`src/rtl/mc_ctrl_fsm.sv`:
```
// Multi-cycle MIPS control unit: Moore FSM that sequences fetch/decode/execute
// and drives every datapath strobe, with optional memory wait and illegal-op trap.
module mc_ctrl_fsm #(
  parameter bit MEM_WAIT = 1'b0,
  parameter bit TRAP_EN  = 1'b1
) (
  input  logic       clk,
  input  logic       rst,
  input  logic [5:0] OP,
  input  logic [5:0] Funct,
  input  logic       mem_ready,
  output logic       PCWr,
  output logic       PCWrCond,
  output logic       PCWrCondNE,
  output logic       IorD,
  output logic       MemRd,
  output logic       MemWr,
  output logic       IRWr,
  output logic [1:0] MemtoReg,
  output logic [1:0] PCSrc,
  output logic [1:0] ALUOp,
  output logic [1:0] ALUSrcB,
  output logic       ALUSrcA,
  output logic       RegWr,
  output logic [1:0] RegDst,
  output logic       Trap,
  output logic       Done,
  output logic [3:0] S
);

  typedef enum logic [3:0] {
    FETCH  = 4'd0,  DECODE = 4'd1,  MEMADR = 4'd2,  MEMRD = 4'd3,
    MEMWB  = 4'd4,  MEMWR  = 4'd5,  EXEC   = 4'd6,  RWB   = 4'd7,
    BEQ    = 4'd8,  JUMP   = 4'd9,  IEXEC  = 4'd10, IWB   = 4'd11,
    BNE    = 4'd12, JAL    = 4'd13, JR     = 4'd14, TRAP  = 4'd15
  } stateT;

  stateT state, nextState;
  logic  memOk;

  assign memOk = !MEM_WAIT || mem_ready;
  assign S     = state;

  always_ff @(posedge clk or posedge rst) begin
    if (rst) state <= FETCH;
    else     state <= nextState;
  end

  always_comb begin
    nextState = state;
    unique case (state)
      FETCH:  if (memOk) nextState = DECODE;
      DECODE: begin
        case (OP)
          6'b100011, 6'b101011: nextState = MEMADR;
          6'b000000: nextState = (Funct == 6'b001000) ? JR : EXEC;
          6'b000100: nextState = BEQ;
          6'b000101: nextState = BNE;
          6'b000010: nextState = JUMP;
          6'b000011: nextState = JAL;
          6'b001000, 6'b001100, 6'b001101, 6'b001010: nextState = IEXEC;
          default:   nextState = TRAP_EN ? TRAP : FETCH;
        endcase
      end
      MEMADR: nextState = (OP == 6'b100011) ? MEMRD : MEMWR;
      MEMRD:  if (memOk) nextState = MEMWB;
      MEMWR:  if (memOk) nextState = FETCH;
      EXEC:   nextState = RWB;
      IEXEC:  nextState = IWB;
      TRAP:   nextState = TRAP;
      default: nextState = FETCH;
    endcase
  end

  // Reset overrides the decode so no strobe leaks out while rst is held.
  always_comb begin
    PCWr = 1'b0; PCWrCond = 1'b0; PCWrCondNE = 1'b0;
    IorD = 1'b0; MemRd = 1'b0; MemWr = 1'b0; IRWr = 1'b0;
    MemtoReg = 2'b00; PCSrc = 2'b00; ALUOp = 2'b00; ALUSrcB = 2'b00;
    ALUSrcA = 1'b0; RegWr = 1'b0; RegDst = 2'b00; Trap = 1'b0; Done = 1'b0;
    if (!rst) begin
      unique case (state)
        FETCH: begin
          MemRd = 1'b1; IRWr = memOk; PCWr = memOk; ALUSrcB = 2'b01;
        end
        DECODE: ALUSrcB = 2'b11;
        MEMADR: begin ALUSrcA = 1'b1; ALUSrcB = 2'b10; end
        MEMRD:  begin MemRd = 1'b1; IorD = 1'b1; end
        MEMWB:  begin RegWr = 1'b1; MemtoReg = 2'b01; Done = 1'b1; end
        MEMWR:  begin MemWr = 1'b1; IorD = 1'b1; Done = memOk; end
        EXEC:   begin ALUSrcA = 1'b1; ALUOp = 2'b10; end
        RWB:    begin RegWr = 1'b1; RegDst = 2'b01; Done = 1'b1; end
        IEXEC:  begin ALUSrcA = 1'b1; ALUSrcB = 2'b10; ALUOp = 2'b11; end
        IWB:    begin RegWr = 1'b1; Done = 1'b1; end
        BEQ: begin
          ALUSrcA = 1'b1; ALUOp = 2'b01; PCSrc = 2'b01; PCWrCond = 1'b1; Done = 1'b1;
        end
        BNE: begin
          ALUSrcA = 1'b1; ALUOp = 2'b01; PCSrc = 2'b01; PCWrCondNE = 1'b1; Done = 1'b1;
        end
        JUMP:   begin PCWr = 1'b1; PCSrc = 2'b10; Done = 1'b1; end
        JAL: begin
          PCWr = 1'b1; PCSrc = 2'b10; RegWr = 1'b1; RegDst = 2'b10;
          MemtoReg = 2'b10; Done = 1'b1;
        end
        JR:     begin PCWr = 1'b1; PCSrc = 2'b11; Done = 1'b1; end
        TRAP:   Trap = 1'b1;
        default: ;
      endcase
    end
  end

endmodule
```
`config.mk`:
```
export PLATFORM = sky130hd
export DESIGN_NAME = mc_ctrl_fsm
export DESIGN_NICKNAME = d
export VERILOG_FILES = /design/src/rtl/mc_ctrl_fsm.sv
export SDC_FILE = /design/constraint.sdc
export NUM_CORES = 1
export LEC_CHECK = 0
export BUFFER_PORTS_ARGS = -buffer_cell sky130_fd_sc_hd__buf_2
export CORE_MARGIN = 5
export CORE_UTILIZATION = 45
export DETAILED_ROUTE_END_ITERATION = 8
export PLACE_DENSITY_LB_ADDON = 0.2
export SLEW_MARGIN = 15
export SYNTH_ARGS = -nofsm -noshare
export SYNTH_HDL_FRONTEND = slang
export SYNTH_SLANG_ARGS = --single-unit
```
`constraint.sdc`:
```
create_clock -name clk -period 4.6 [get_ports clk]
set_clock_uncertainty 0.2 [all_clocks]
set_input_delay 0.23 -clock clk [delete_from_list [all_inputs] [get_ports clk]]
set_output_delay 0.23 -clock clk [all_outputs]
set_load 0.02 [all_outputs]
```
==> flow_summary.html <==
<table>
<tr><th>Metric</th><th>Value</th></tr>
<tr><th colspan="2">Outcome</th></tr>
<tr><td>Run status</td><td>completed</td></tr>
<tr><th colspan="2">Timing</th></tr>
<tr><td>Final setup violation count</td><td>0</td></tr>
<tr><td>Fmax</td><td>approximately 440 MHz</td></tr>
<tr><td>Period Utilization, post-route</td><td>0.4962</td></tr>
<tr><td>Setup_tns</td><td>0 ns</td></tr>
<tr><td>Min Tclk post-route</td><td>approximately 2.3 ns</td></tr>
<tr><td>Worst-Margin Slew</td><td>0.5505 ns</td></tr>
<tr><td>Slew Limit Fails</td><td>0</td></tr>
<tr><td>Slew margin rel.</td><td>0.6330</td></tr>
<tr><td>Hold Violations, Final</td><td>0</td></tr>
<tr><td>Unrepaired setup endpoints after global routing</td><td>false</td></tr>
<tr><th colspan="2">Floorplanning</th></tr>
<tr><td>Initial Util</td><td>0.4596</td></tr>
<tr><td>Die width</td><td>48.53 um</td></tr>
<tr><td>Area of the die</td><td>2355 um^2</td></tr>
<tr><td>Vertical die dimension</td><td>48.53 um</td></tr>
<tr><td>Core ar.</td><td>1454 um^2</td></tr>
<tr><td>Core Rows</td><td>14</td></tr>
<tr><td>Number of ports placed on the die boundary</td><td>40</td></tr>
<tr><th colspan="2">Placed design</th></tr>
<tr><td>PortBufs</td><td>38</td></tr>
<tr><td>Global placement routability congestion</td><td>0.7798</td></tr>
<tr><td>HPWL after detailed placement</td><td>1428 um</td></tr>
<tr><th colspan="2">Clock network</th></tr>
<tr><td>Sinks on Clock Net</td><td>4</td></tr>
<tr><td>Clock tree from TritonCTS</td><td>done</td></tr>
<tr><td>Maximum level of the CTS H-tree</td><td>1</td></tr>
<tr><td>Num CTS Buffers</td><td>3</td></tr>
<tr><td>Clk slew on worst S/H paths</td><td>0.04 ns</td></tr>
<tr><td>Later-pin clock latency in the skew report</td><td>0.23 ns</td></tr>
<tr><td>Root Buffer</td><td>sky130_fd_sc_hd__clkbuf_4</td></tr>
<tr><td>Maximum clock insertion buffer count</td><td>2</td></tr>
<tr><th colspan="2">Yosys</th></tr>
<tr><td>Post-synthesis average cell area</td><td>7.184 um^2</td></tr>
<tr><td>Most common flop cell mapped by yosys</td><td>sky130_fd_sc_hd__dfrtp_1</td></tr>
<tr><td>Post-Synthesis Cell Area</td><td>668.1 um^2</td></tr>
<tr><td>Number of nets produced by synthesis</td><td>108</td></tr>
<tr><td>Number of warning messages in the yosys log</td><td>0</td></tr>
<tr><td>EDFF count, synth</td><td>0</td></tr>
<tr><td>Cells after Synth</td><td>93</td></tr>
<tr><td>FFs w/ async S/R, synth</td><td>1.000</td></tr>
<tr><td>Cell types with the highest counts after synthesis</td><td>11 x sky130_fd_sc_hd__nor3_1, 10 x sky130_fd_sc_hd__nor2_1, 6 x sky130_fd_sc_hd__nand2_1</td></tr>
<tr><td>Cell accounting for the most synthesized area</td><td>sky130_fd_sc_hd__dfrtp_1</td></tr>
<tr><td>Top area cells in the synthesized netlist</td><td>sky130_fd_sc_hd__dfrtp_1 15%, sky130_fd_sc_hd__nor3_1 8.2%, sky130_fd_sc_hd__a211oi_1 5.6%</td></tr>
<tr><td>Number of library cell types mapped by synthesis</td><td>35</td></tr>
<tr><td>Number of synthesized register bits</td><td>4</td></tr>
<tr><td>Most frequent cell after synthesis</td><td>sky130_fd_sc_hd__nor3_1</td></tr>
<tr><td>Sequential fraction of the synthesis area</td><td>0.1498</td></tr>
<tr><td>Portion of synthesized cell area occupied by the leading cell type</td><td>0.1498</td></tr>
<tr><th colspan="2">Finish</th></tr>
<tr><td>Net count of the finished layout</td><td>around 140</td></tr>
<tr><td>Diode insertion count for antenna repair</td><td>0</td></tr>
<tr><td>Number of filler cells placed in the layout</td><td>149</td></tr>
<tr><td>Share of final-layout standard cells stronger than drive strength 1</td><td>0.3710</td></tr>
<tr><td>Layout-stage area growth over the synthesis result</td><td>25.66%</td></tr>
<tr><td>Number of flip-flops under the largest register name</td><td>4</td></tr>
<tr><td>Utilization after layout</td><td>0.5775</td></tr>
<tr><th colspan="2">Detailed routing</th></tr>
<tr><td>DR vias</td><td>799</td></tr>
<tr><td>Routed length per instance</td><td>13.17 um</td></tr>
<tr><td>Initial DRC count</td><td>6</td></tr>
<tr><td>Count of nets left with antenna violations after detail routing</td><td>0</td></tr>
<tr><td>Post-detailed-routing wire length</td><td>1844 um</td></tr>
<tr><td>DRC viols</td><td>0</td></tr>
<tr><td>Via-to-Cell Ratio</td><td>5.707</td></tr>
<tr><td>First-pass iteration count of the detailed router</td><td>4</td></tr>
<tr><th colspan="2">Run</th></tr>
<tr><td>Reported max-cap violation count</td><td>0</td></tr>
<tr><th colspan="2">Critical path</th></tr>
<tr><td>Data arrival at the endpoint of the critical path</td><td>1.85 ns</td></tr>
<tr><td>Critical path fanouts, max</td><td>13</td></tr>
<tr><td>Critical Path Sink Type</td><td>output pin</td></tr>
<tr><td>Required time of the critical path</td><td>~4.2 ns</td></tr>
<tr><td>Startpoint Class</td><td>input port</td></tr>
<tr><td>Setup CP Type</td><td>in -&gt; out</td></tr>
<tr><th colspan="2">Global routing</th></tr>
<tr><td>Initial antenna violation count</td><td>0</td></tr>
<tr><td>Number of global-route vias before repair</td><td>about 690</td></tr>
<tr><td>Total GRT Usage</td><td>0.1497</td></tr>
<tr><td>Wire length of the first global-routing pass</td><td>3063 um</td></tr>
<tr><td>Pin count of the biggest net entering global routing</td><td>21</td></tr>
<tr><td>GRT overflow</td><td>0</td></tr>
<tr><th colspan="2">Power and ir drop</th></tr>
<tr><td>Final total power</td><td>0.0004704 W</td></tr>
<tr><td>Power density over the cells</td><td>560.3 nW/um^2</td></tr>
<tr><td>Leakage component of the power</td><td>approximately 0.40 nW</td></tr>
<tr><td>Peak VDD IR</td><td>~0.32 mV</td></tr>
<tr><th colspan="2">Min path</th></tr>
<tr><td>Classification of the worst-slack hold path</td><td>in -&gt; reg</td></tr>
</table>
==> through the flow <==
| stage | worst slack [ns] | hold WS [ns] | cells | area [um^2] |
|---|---|---|---|---|
| after global routing | 2.189 | 0.1560 | 140 | 839.6 |
| after floorplan | 2.330 | -0.1956 | 93 | 668.1 |
| after global placement | 2.596 | 0.03769 | 136 | 807.0 |
| after CTS | 2.327 | 0.1540 | 140 | 839.6 |
| final | 2.318 | 0.1623 | 140 | 839.6 |
| after detailed placement | 2.593 | 0.05059 | 136 | 807.0 |
==> worst max-delay path, stage by stage <==
cell and delay [ns]:
sky130_fd_sc_hd__dlygate4sd3_1 0.52, sky130_fd_sc_hd__buf_2 0.24, sky130_fd_sc_hd__inv_1 0.17, sky130_fd_sc_hd__nand2_1 0.16, sky130_fd_sc_hd__a21oi_1 0.07, sky130_fd_sc_hd__or2_2 0.29
sky130_fd_sc_hd__buf_2 0.16
==> cell families (layout without fill, tap and decap cells) <==
group | Yosys count | in the layout | synth area share
adders and majority gates | 1 | 1 | 0.01498
xor gates and xnor gates | 6 | 6 | 0.07865
and+or+nand+nor | 49 | 49 | 0.3970
DFF | 4 | 4 | 0.1498
AOI/OAI and AO/OA | 20 | 20 | 0.2416
buffers and inverters | 13 | 44 | 0.1180
==> cell type report <==
| cell class | instances | area (um^2) | area share |
|---|---|---|---|
| Clock buffer | 3 | 22.52 | 0.02683 |
| Inverter | 2 | 7.507 | 0.008942 |
| Multi-Input combinational cell | 76 | 489.2 | 0.5827 |
| Sequential cell | 4 | 100.1 | 0.1192 |
| Tap cell | 16 | 20.02 | 0.02385 |
| Timing Repair Buffer | 39 | 200.2 | 0.2385 |
==> path summary, 6_finish.rpt <==
| check | startpoint | to | slack (ns) | depth (start not counted) |
|---|---|---|---|---|
| setup reg to reg | S[2] | S[0] | 2.69 | 3 |
| min in group asynchronous | rst | S[0] | 0.37 | 3 |
| hold / removal | Funct[2] | S[3] | 0.16 | 4 |
| max in group asynchronous | rst | S[2] | 3.66 | 3 |
| hold reg to reg | S[0] | S[0] | 0.62 | 1 |
| setup / recovery | rst | PCWr | 2.32 | 7 |
==> power by group <==
group	internal [W]	total (W)	switching, W
Combinational	0.000123	0.000309	0.000186
Sequential	0.0000506	0.000119	0.0000680
Clock	0.0000291	0.0000429	0.0000137
==> metal layers <==
layer  vias up  global-route usage  share of wire
li1        401                   -              -
met1       370              0.1874           0.44
met2        28              0.2522           0.47
met3         0             0.05521          0.085
met4         0             0.01345              0
met5         -                   0              0
==> timing repair <==
item	in CTS	in global routing
hold buffers	1	0
setup buffers	0	0
endpoints found under the hold margin	4	0
resized for setup	0	0
==> placed cells by master, fill, tap and decap left out, drive strengths merged <==
master / n
a21oi: 5
nor2: 10
or2: 3
nor4: 1
buf: 38
nor4b: 1
xor2: 4
nor2b: 2
dfrtp: 4
xnor2: 2
o21ai: 4
nand4: 1
nor3b: 2
a2111oi: 2
inv: 2
dlygate4sd3: 1
a211oi: 5
nand2: 6
nand3: 2
or2b: 1
o221ai: 2
maj3: 1
o32ai: 1
a41o: 1
or4: 3
nand2b: 3
nand3b: 1
and3: 2
clkbuf: 3
nor3: 11
(Power assumes the default switching activity.)
